[config.mk]
export PLATFORM = sky130hd
export DESIGN_NAME = ulpi_reg_arb
export DESIGN_NICKNAME = d
export VERILOG_FILES = /design/src/rtl/ulpi_reg_arb.sv
export SDC_FILE = /design/constraint.sdc
export NUM_CORES = 1
export LEC_CHECK = 0
export ABC_AREA = 1
export BUFFER_PORTS_ARGS = -buffer_cell sky130_fd_sc_hd__buf_2
export CAP_MARGIN = 20
export CORE_MARGIN = 5
export CORE_UTILIZATION = 39
export DETAILED_ROUTE_END_ITERATION = 8
export GPL_ROUTABILITY_DRIVEN = 0
export SLEW_MARGIN = 10
export SYNTH_ARGS = -nofsm -noshare
export SYNTH_HDL_FRONTEND = slang
export SYNTH_SLANG_ARGS = --single-unit
export TNS_END_PERCENT = 30
[constraint.sdc]
create_clock -name i_clk -period 1.72 [get_ports i_clk]
set_clock_uncertainty 0.1 [all_clocks]
set_input_delay 0.086 -clock i_clk [delete_from_list [all_inputs] [get_ports i_clk]]
set_output_delay 0.086 -clock i_clk [all_outputs]
set_load 0.005 [all_outputs]
[src/rtl/ulpi_reg_arb.sv]
// ULPI register-access arbiter: grants the PHY bus round-robin to two requesters,
// sequences REGW/REGR TX CMDs, yields to PHY traffic and times out stalled waits.
module ulpi_reg_arb #(
  parameter int TIMEOUT = 64
) (
  input  logic       i_clk,
  input  logic       i_rst,
  input  logic       i_dir,
  input  logic       i_nxt,
  input  logic [7:0] i_data,
  output logic [7:0] o_data,
  output logic       o_stp,
  input  logic       i_req0,
  input  logic       i_req1,
  input  logic       i_we0,
  input  logic       i_we1,
  input  logic [5:0] i_addr0,
  input  logic [5:0] i_addr1,
  input  logic [7:0] i_wdata0,
  input  logic [7:0] i_wdata1,
  output logic       o_ack0,
  output logic       o_ack1,
  output logic       o_err,
  output logic [7:0] o_rdata,
  output logic       o_busy
);
  localparam int CW = $clog2(TIMEOUT + 1);

  typedef enum logic [2:0] {
    S_IDLE, S_CMD, S_WDATA, S_STP, S_RD_TURN, S_RD_DATA, S_RD_END
  } state_t;

  state_t state_q, state_d;
  logic [CW-1:0] cnt_q, cnt_d;
  logic [1:0] req_q, req_d, mask_q, mask_d, ack_q, ack_d;
  logic       last_q, last_d, gnt_q, gnt_d, we_q, we_d, stp_q, stp_d, err_q, err_d;
  logic [5:0] addr_q, addr_d;
  logic [7:0] wdata_q, wdata_d, data_q, data_d, rdata_q, rdata_d;

  logic [1:0] pend;
  logic       sel, timed_out, counting;

  // A port that was just acked stays masked until its requester drops i_req.
  assign pend      = req_q & ~mask_q;
  assign sel       = (pend == 2'b11) ? ~last_q : pend[1];
  assign timed_out = (cnt_q == CW'(TIMEOUT - 1));
  assign counting  = (state_q == S_CMD) || (state_q == S_WDATA) ||
                     (state_q == S_RD_TURN) || (state_q == S_RD_END);

  always_ff @(posedge i_clk or posedge i_rst) begin
    if (i_rst) begin
      state_q <= S_IDLE;
      cnt_q   <= '0;
      req_q   <= 2'b00;
      mask_q  <= 2'b00;
      ack_q   <= 2'b00;
      last_q  <= 1'b1;
      gnt_q   <= 1'b0;
      we_q    <= 1'b0;
      stp_q   <= 1'b0;
      err_q   <= 1'b0;
      addr_q  <= '0;
      wdata_q <= '0;
      data_q  <= '0;
      rdata_q <= '0;
    end else begin
      state_q <= state_d;
      cnt_q   <= cnt_d;
      req_q   <= req_d;
      mask_q  <= mask_d;
      ack_q   <= ack_d;
      last_q  <= last_d;
      gnt_q   <= gnt_d;
      we_q    <= we_d;
      stp_q   <= stp_d;
      err_q   <= err_d;
      addr_q  <= addr_d;
      wdata_q <= wdata_d;
      data_q  <= data_d;
      rdata_q <= rdata_d;
    end
  end

  // Next-state logic; abort (i_dir) has priority over i_nxt.
  always_comb begin
    state_d = state_q;
    case (state_q)
      S_IDLE:    if (!i_dir && (pend != 2'b00)) state_d = S_CMD;
      S_CMD: begin
        if (i_dir)          state_d = S_IDLE;
        else if (i_nxt)     state_d = we_q ? S_WDATA : S_RD_TURN;
        else if (timed_out) state_d = S_IDLE;
      end
      S_WDATA: begin
        if (i_dir)          state_d = S_IDLE;
        else if (i_nxt)     state_d = S_STP;
        else if (timed_out) state_d = S_IDLE;
      end
      S_STP:     state_d = S_IDLE;
      S_RD_TURN: begin
        if (i_dir)          state_d = S_RD_DATA;
        else if (timed_out) state_d = S_IDLE;
      end
      S_RD_DATA: state_d = S_RD_END;
      S_RD_END:  if (!i_dir || timed_out) state_d = S_IDLE;
      default:   state_d = S_IDLE;
    endcase
    cnt_d = (state_d != state_q) ? '0 : (counting ? cnt_q + CW'(1) : cnt_q);
  end

  always_comb begin
    data_d  = 8'h00;
    stp_d   = 1'b0;
    ack_d   = 2'b00;
    err_d   = 1'b0;
    rdata_d = rdata_q;
    last_d  = last_q;
    gnt_d   = gnt_q;
    we_d    = we_q;
    addr_d  = addr_q;
    wdata_d = wdata_q;
    req_d   = {i_req1, i_req0};
    case (state_q)
      S_IDLE: begin
        if (!i_dir && (pend != 2'b00)) begin
          gnt_d   = sel;
          we_d    = sel ? i_we1 : i_we0;
          addr_d  = sel ? i_addr1 : i_addr0;
          wdata_d = sel ? i_wdata1 : i_wdata0;
          data_d  = {(sel ? i_we1 : i_we0) ? 2'b10 : 2'b11, sel ? i_addr1 : i_addr0};
        end
      end
      S_CMD: begin
        // On abort, point the tie-break at the aborted port so it is retried first.
        if (i_dir) last_d = ~gnt_q;
        else if (i_nxt) data_d = we_q ? wdata_q : 8'h00;
        else if (timed_out) begin
          ack_d[gnt_q] = 1'b1;
          err_d        = 1'b1;
          last_d       = gnt_q;
        end else data_d = {we_q ? 2'b10 : 2'b11, addr_q};
      end
      S_WDATA: begin
        if (i_dir) last_d = ~gnt_q;
        else if (i_nxt) stp_d = 1'b1;
        else if (timed_out) begin
          ack_d[gnt_q] = 1'b1;
          err_d        = 1'b1;
          last_d       = gnt_q;
        end else data_d = wdata_q;
      end
      S_STP: begin
        ack_d[gnt_q] = 1'b1;
        last_d       = gnt_q;
      end
      S_RD_TURN: begin
        if (!i_dir && timed_out) begin
          ack_d[gnt_q] = 1'b1;
          err_d        = 1'b1;
          last_d       = gnt_q;
        end
      end
      S_RD_DATA: rdata_d = i_data;
      S_RD_END: begin
        if (!i_dir || timed_out) begin
          ack_d[gnt_q] = 1'b1;
          err_d        = i_dir;
          last_d       = gnt_q;
        end
      end
      default: ;
    endcase
    mask_d = (mask_q | ack_d) & {i_req1, i_req0};
  end

  assign o_data  = data_q;
  assign o_stp   = stp_q;
  assign o_ack0  = ack_q[0];
  assign o_ack1  = ack_q[1];
  assign o_err   = err_q;
  assign o_rdata = rdata_q;
  assign o_busy  = (state_q != S_IDLE);
endmodule

==> results.json, run 1 <==
{
  "grt_overflow": 0,
  "synthFlopType": "dfrtp_1",
  "clock_latency_ns": 0.31,
  "final_cell_count_no_fill": 526,
  "die_x_um": 91.5,
  "worst_pin_slew_ns": 0.468,
  "fin_crit_sh_pct": 104,
  "synth-edff-count": 0,
  "p_leak_nw": 1.99,
  "dieHeight_um": 91.5,
  "drc": 0,
  "placedCellCount": 476,
  "cts_sinks": 51,
  "power.density_nw_per_um2": 1330,
  "slew_viol_final": 0,
  "final_nets": 493,
  "syn2layout_area_growth_pct": 45.5,
  "slowest_delay_ns": 0.41,
  "grt_max_degree": 52,
  "first_pass_iters": 6,
  "crit_type": "register to register",
  "path_buf_inv": 0,
  "end_kind": "register",
  "core-area_um2": 6420,
  "cts_made_buffers": 5,
  "h-tree-depth": 2,
  "wire_per_inst_um": 13.5,
  "relSlewSlack_pct": 68.8,
  "crit_path_cell_trace": "ha_4 > nand2_4 > nor2_4 > nand2_4 > nand2_2 > nand3_2 > nand2_2 > nand2_2 > nand2_2 > nand2_2 > nand3_4 > nor2_1",
  "run_status": "finished, violations left",
  "synth_area_um2": 2590,
  "cts_tree": "done",
  "track_usage_pct": 17.5,
  "crit_path_top_delay_cell": "dfrtp_1",
  "critPathArrivalTime_ns": 1.90,
  "path_clk_slew_ns": 0.09,
  "yosysWarnings": 0,
  "cts-root-buf": "clkbuf_8",
  "drt-total-wl_um": 7100,
  "worstHoldStart": "i_addr0[1]",
  "drt.antenna.violating_nets": 0,
  "die_area_um2": 8370,
  "drive_gt1_share_pct": 34.3,
  "crit_family": "simple AND/OR/NAND/NOR gates",
  "start_util_pct": 40.3,
  "required_ns": 1.82,
  "startpoint": "cnt_q[1]",
  "min_period_ns": 1.79,
  "peakVddDrop_v": 0.000615,
  "crit_top_cell": "nand2_2",
  "grt_first_pass_wirelength_um": 12000,
  "ys_async_sr_fraction_pct": 100,
  "num_vias": 2563,
  "syn_inst": 323,
  "ios": 65,
  "antenna_found_initial": 0,
  "finalSetupTns_ns": -0.392,
  "rsz0062_at_grt": "true",
  "synth_nets": 368,
  "post-route-util_pct": 58.7,
  "fin_ws_ns": -0.0750,
  "ys_seq_area_share_pct": 49.3,
  "synth_seq_cells": 51,
  "maxCapViolCount": 0,
  "clock_path_buffers": 2,
  "synth_cell_types": 31,
  "fmax_mhz": 557,
  "port_buffers": 64,
  "layout_common_cells": "nand2_1 (70), buf_2 (64), dfrtp_1 (50)",
  "layout_commonest_cell": "nand2_1",
  "start_kind": "register",
  "via_per_inst": 4.87,
  "diodes": 0,
  "setup_violations": 7,
  "fin_area_um2": 3770,
  "regToRegStartpoint": "cnt_q[1]",
  "grt_pass1_vias": 2612,
  "violations": "setup timing",
  "hp-class": "input pin to register",
  "rows": 29,
  "drtIter0Drc": 114,
  "postSynthAreaPerCell_um2": 8.02,
  "timing_hold_violations_final": 0,
  "dpl.hpwl_um": 4720,
  "place_area_um2": 3130,
  "cp_max_fo": 8
}
-- logic make-up after synthesis --
group           after synthesis  synth area share (%)
xor+xnor                      7                  2.37
mux                           1                 0.386
buf+inv                      47                  7.34
fa+ha+maj                     1                 0.483
flops                        51                  49.3
simple gates                162                  28.2
compound gates               54                  11.9
-- stage by stage --
step	total power [mW]	hold WS, ns	setup slack, ns
after floorplan	3.25	0.0174	0.0922
after global placement	3.96	0.0546	-0.0260
after detailed placement	3.99	0.0561	-0.0850
after CTS	4.83	0.0442	-0.00221
after global routing	5.40	0.0808	-0.182
final	5.01	0.0495	-0.0750
-- per-layer routing --
layer | vias to the layer above | GRT usage [%] | wire length (um)
met5 | - | 0 | 0
met4 | 0 | 6.28 | 136
met3 | 11 | 3.39 | 360
met2 | 77 | 30.6 | 3630
met1 | 1176 | 21.4 | 2970
li1 | 1299 | - | -
-- worst min-delay path: stages --
cell and delay, ns:
buf_2 0.07, nor2_1 0.03, nor2_1 0.08, o21ai_1 0.08
nand2_1 0.07
-- Yosys cell counts, types with 2 or more instances --
master / n / area share (%)
nand2_1: 78 / 11
dfrtp_1: 50 / 48
nor2_1: 37 / 5.4
inv_1: 32 / 4.6
o21ai_0: 28 / 5.4
nand3_1: 17 / 3.3
o22ai_1: 13 / 3.1
nand4_1: 8 / 1.9
inv_2: 7 / 1.0
nand2_2: 7 / 1.7
nor2_2: 6 / 1.4
xor2_1: 6 / 2.0
buf_2: 5 / 0.97
a21oi_1: 3 / 0.58
nor2_4: 3 / 1.3
nor3_1: 3 / 0.58
o21ai_1: 3 / 0.58
a21boi_1: 2 / 0.58
clkbuf_1: 2 / 0.29
o31ai_1: 2 / 0.58
-- sequential cells by signal, indices dropped and copies added, names as in the netlist --
signal and flops:
we_q 1, gnt_q 1, wdata_q 8, state_q 3
o_rdata 8, ack_q 2, o_err 1, req_q 2
o_data 8, addr_q 6, cnt_q 7, last_q 1
mask_q 2, o_stp 1
-- final cells by class --
type	count	area [um^2]
Inverter	39	146
Tap cell	77	96.3
Fill cell	592	2650
Sequential cell	51	1280
Multi-Input combinational cell	225	1280
Clock buffer	6	72.6
Timing Repair Buffer	126	888
Clock inverter	2	12.5
-- report_power, final --
group | total, mW | internal [mW] | switching [mW] | leakage, nW
Sequential | 1.83 | 1.63 | 0.207 | 0.651
Clock | 0.681 | 0.285 | 0.396 | 0.0412
Combinational | 2.50 | 1.03 | 1.47 | 1.30
Total | 5.01 | 2.94 | 2.07 | 1.99
-- repair_timing --
| item | CTS | global route |
|---|---|---|
| resized for setup | 11 | 28 |
| setup buffers | 4 | 5 |
| endpoints found under the hold margin | 83 | 0 |
| pin swaps | 3 | 13 |
| hold buffers | 33 | 0 |
| endpoints found under the setup margin | 13 | 24 |
-- worst paths after layout --
kind | endpoint | slack [ns] | depth (start not counted)
worst max-delay path | cnt_q[5] | -0.07 | 12
worst min-delay path | o_data[1] | 0.05 | 5
worst max register to register | cnt_q[5] | -0.07 | 12
worst min register to register | o_rdata[0] | 0.37 | 2
max in group asynchronous | last_q | 0.95 | 4
min in group asynchronous | addr_q[2] | 0.25 | 4
Note: power is estimated with default switching activity, not from simulation.
==> run 2, diff against run 1 <==
==> constraint.sdc (replaced) <==
create_clock -name i_clk -period 1.72 [get_ports i_clk]
set_clock_uncertainty 0.1 [all_clocks]
set_input_delay 0.086 -clock i_clk [delete_from_list [all_inputs] [get_ports i_clk]]
set_output_delay 0.086 -clock i_clk [all_outputs]
set_load 0.05 [all_outputs]
==> results.json, run 2 (same netlist as run 1, synthesis figures left out) <==
{
  "met2_usage_pct": 28.1,
  "grt_first_pass_wirelength_um": 11400,
  "cts_made_buffers": 5,
  "port_buffers": 64,
  "crit_path_cell_trace": "ha_4 > nand3_1 > nor2_1 > buf_4 > nor2_1 > nand4_1 > o31ai_2 > nand3_4 > nor2_2",
  "slew_viol_final": 0,
  "use_met3_pct": 3.06,
  "first_pass_iters": 4,
  "clkPwrFrac_pct": 12.2,
  "maxCapViolCount": 0,
  "final_cell_count_no_fill": 525,
  "grt_max_degree": 22,
  "die_area_um2": 8370,
  "worst_pin_slew_ns": 0.481,
  "drive_gt1_share_pct": 33.3,
  "ios": 65,
  "crit_type": "register to register",
  "layout_commonest_cell": "nand2_1",
  "grt_util_met1_pct": 22.3,
  "run_status": "finished, violations left",
  "drt-total-wl_um": 7010,
  "rr_worst_depth": 9,
  "grt_overflow": 0,
  "slowest_delay_ns": 0.43,
  "rsz0062_at_grt": "true",
  "critPathArrivalTime_ns": 1.90,
  "seqPwrFrac_pct": 33.0,
  "crit_family": "simple AND/OR/NAND/NOR gates",
  "regToRegSetupSlack_ns": -0.04,
  "rows": 29,
  "hp-class": "input pin to register",
  "regToRegStartpoint": "cnt_q[1]",
  "dieHeight_um": 91.5,
  "hold_depth": 4,
  "path_clk_slew_ns": 0.09,
  "p_leak_nw": 1.97,
  "setup_violations": 7,
  "timing_hold_violations_final": 0,
  "cts_sinks": 51,
  "intPower_mw": 2.94,
  "core-area_um2": 6420,
  "fill_cells": 561,
  "top_usage_layer": "met2",
  "cts_tree": "done",
  "fmax_mhz": 569,
  "finalSetupTns_ns": -0.101,
  "start_util_pct": 40.3,
  "cts-root-buf": "clkbuf_8",
  "layout_common_cells": "nand2_1 (72), buf_2 (64), dfrtp_1 (48)",
  "fin_ws_ns": -0.0361,
  "h-tree-depth": 2,
  "violations": "setup timing",
  "comb_power_share_pct": 54.8,
  "power_switching_mw": 2.73,
  "end_kind": "register",
  "wire_per_inst_um": 13.4,
  "diodes": 0,
  "drtIter0Drc": 121,
  "required_ns": 1.86,
  "via_per_inst": 4.73,
  "dpl.hpwl_um": 4830,
  "crit_top_cell": "nor2_1",
  "fin_crit_sh_pct": 102,
  "clock_latency_ns": 0.31,
  "grt_pass1_vias": 2453,
  "swShare_pct": 48.1,
  "place_area_um2": 3110,
  "peakVddDrop_v": 0.000829,
  "total_power_mw": 5.67,
  "syn2layout_area_growth_pct": 43.7,
  "start_kind": "register",
  "num_vias": 2483,
  "path_buf_inv": 1,
  "power.density_nw_per_um2": 1520,
  "startpoint": "cnt_q[1]",
  "hold-path-endpoint": "o_data[6]",
  "crit_path_top_delay_cell": "dfrtp_1",
  "final_nets": 492,
  "relSlewSlack_pct": 67.9,
  "regArea_um2": 1280,
  "cp_max_fo": 7,
  "worstHoldStart": "i_we0",
  "drt.antenna.violating_nets": 0,
  "drc": 0,
  "multiInputGateArea_um2": 1240,
  "clock_path_buffers": 2,
  "antenna_found_initial": 0,
  "min_period_ns": 1.76,
  "fin_area_um2": 3720,
  "track_usage_pct": 16.8,
  "die_x_um": 91.5,
  "placedCellCount": 475,
  "reg2reg_to": "cnt_q[4]"
}
run 2: layer usage:
metal / wire [um] / part of all wire (%)
met1: 3270 / 47
met2: 3350 / 48
met3: 315 / 4.5
met4: 79 / 1.1
met5: 0 / 0
run 2: power groups by stage:
stage          Sequential (mW)  Combinational (mW)  Clock [mW]
6_report                  1.87                3.11       0.691
4_1_cts                   1.84                2.89       0.712
5_1_grt                   1.92                3.36       0.754
2_1_floorplan             2.43                1.47           0
3_3_place_gp              1.86                2.74           0
3_5_place_dp              1.86                2.76           0
run 2: repair_timing:
| item | CTS | global route |
|---|---|---|
| pin swaps | 0 | 12 |
| endpoints found under the hold margin | 50 | 0 |
| setup buffers | 2 | 7 |
| resized for setup | 9 | 24 |
| hold buffers | 33 | 0 |
| setup endpoints to repair | 10 | 23 |
run 2: worst max path at each step:
stage          cells after the start        to
2_1_floorplan                      7  cnt_q[1]
3_3_place_gp                      12  cnt_q[4]
3_5_place_dp                      12  cnt_q[6]
4_1_cts                           11  cnt_q[4]
5_1_grt                            9  cnt_q[4]
6_report                           9  cnt_q[4]
run 2: through the flow:
stage | util (%) | hold WS [ns] | setup slack (ns)
2_1_floorplan | - | 0.0174 | 0.0497
3_3_place_gp | 48.4 | -0.00187 | 0.00289
3_5_place_dp | 48.4 | 0.00720 | -0.0899
4_1_cts | 55.7 | 0.0165 | 0.000110
5_1_grt | 58.0 | 0.0416 | -0.148
6_report | 58.0 | 0.00931 | -0.0361
run 2: final cells by class:
cell class	count	area share, %
flip-flops and latches	51	34.4
multi-input cells	225	33.4
inverters	39	4.06
clock inverters	3	0.537
well taps	77	2.59
repair buffers	125	23.2
clock buffers	5	1.85
run 2: worst reg2reg max path, cell delays in order, from the launching register on:
cell     delay, ns
dfrtp_1       0.43
ha_4          0.19
nand3_1       0.10
nor2_1        0.07
buf_4         0.14
nor2_1        0.08
nand4_1       0.13
o31ai_2       0.12
nand3_4       0.19
nor2_2        0.15
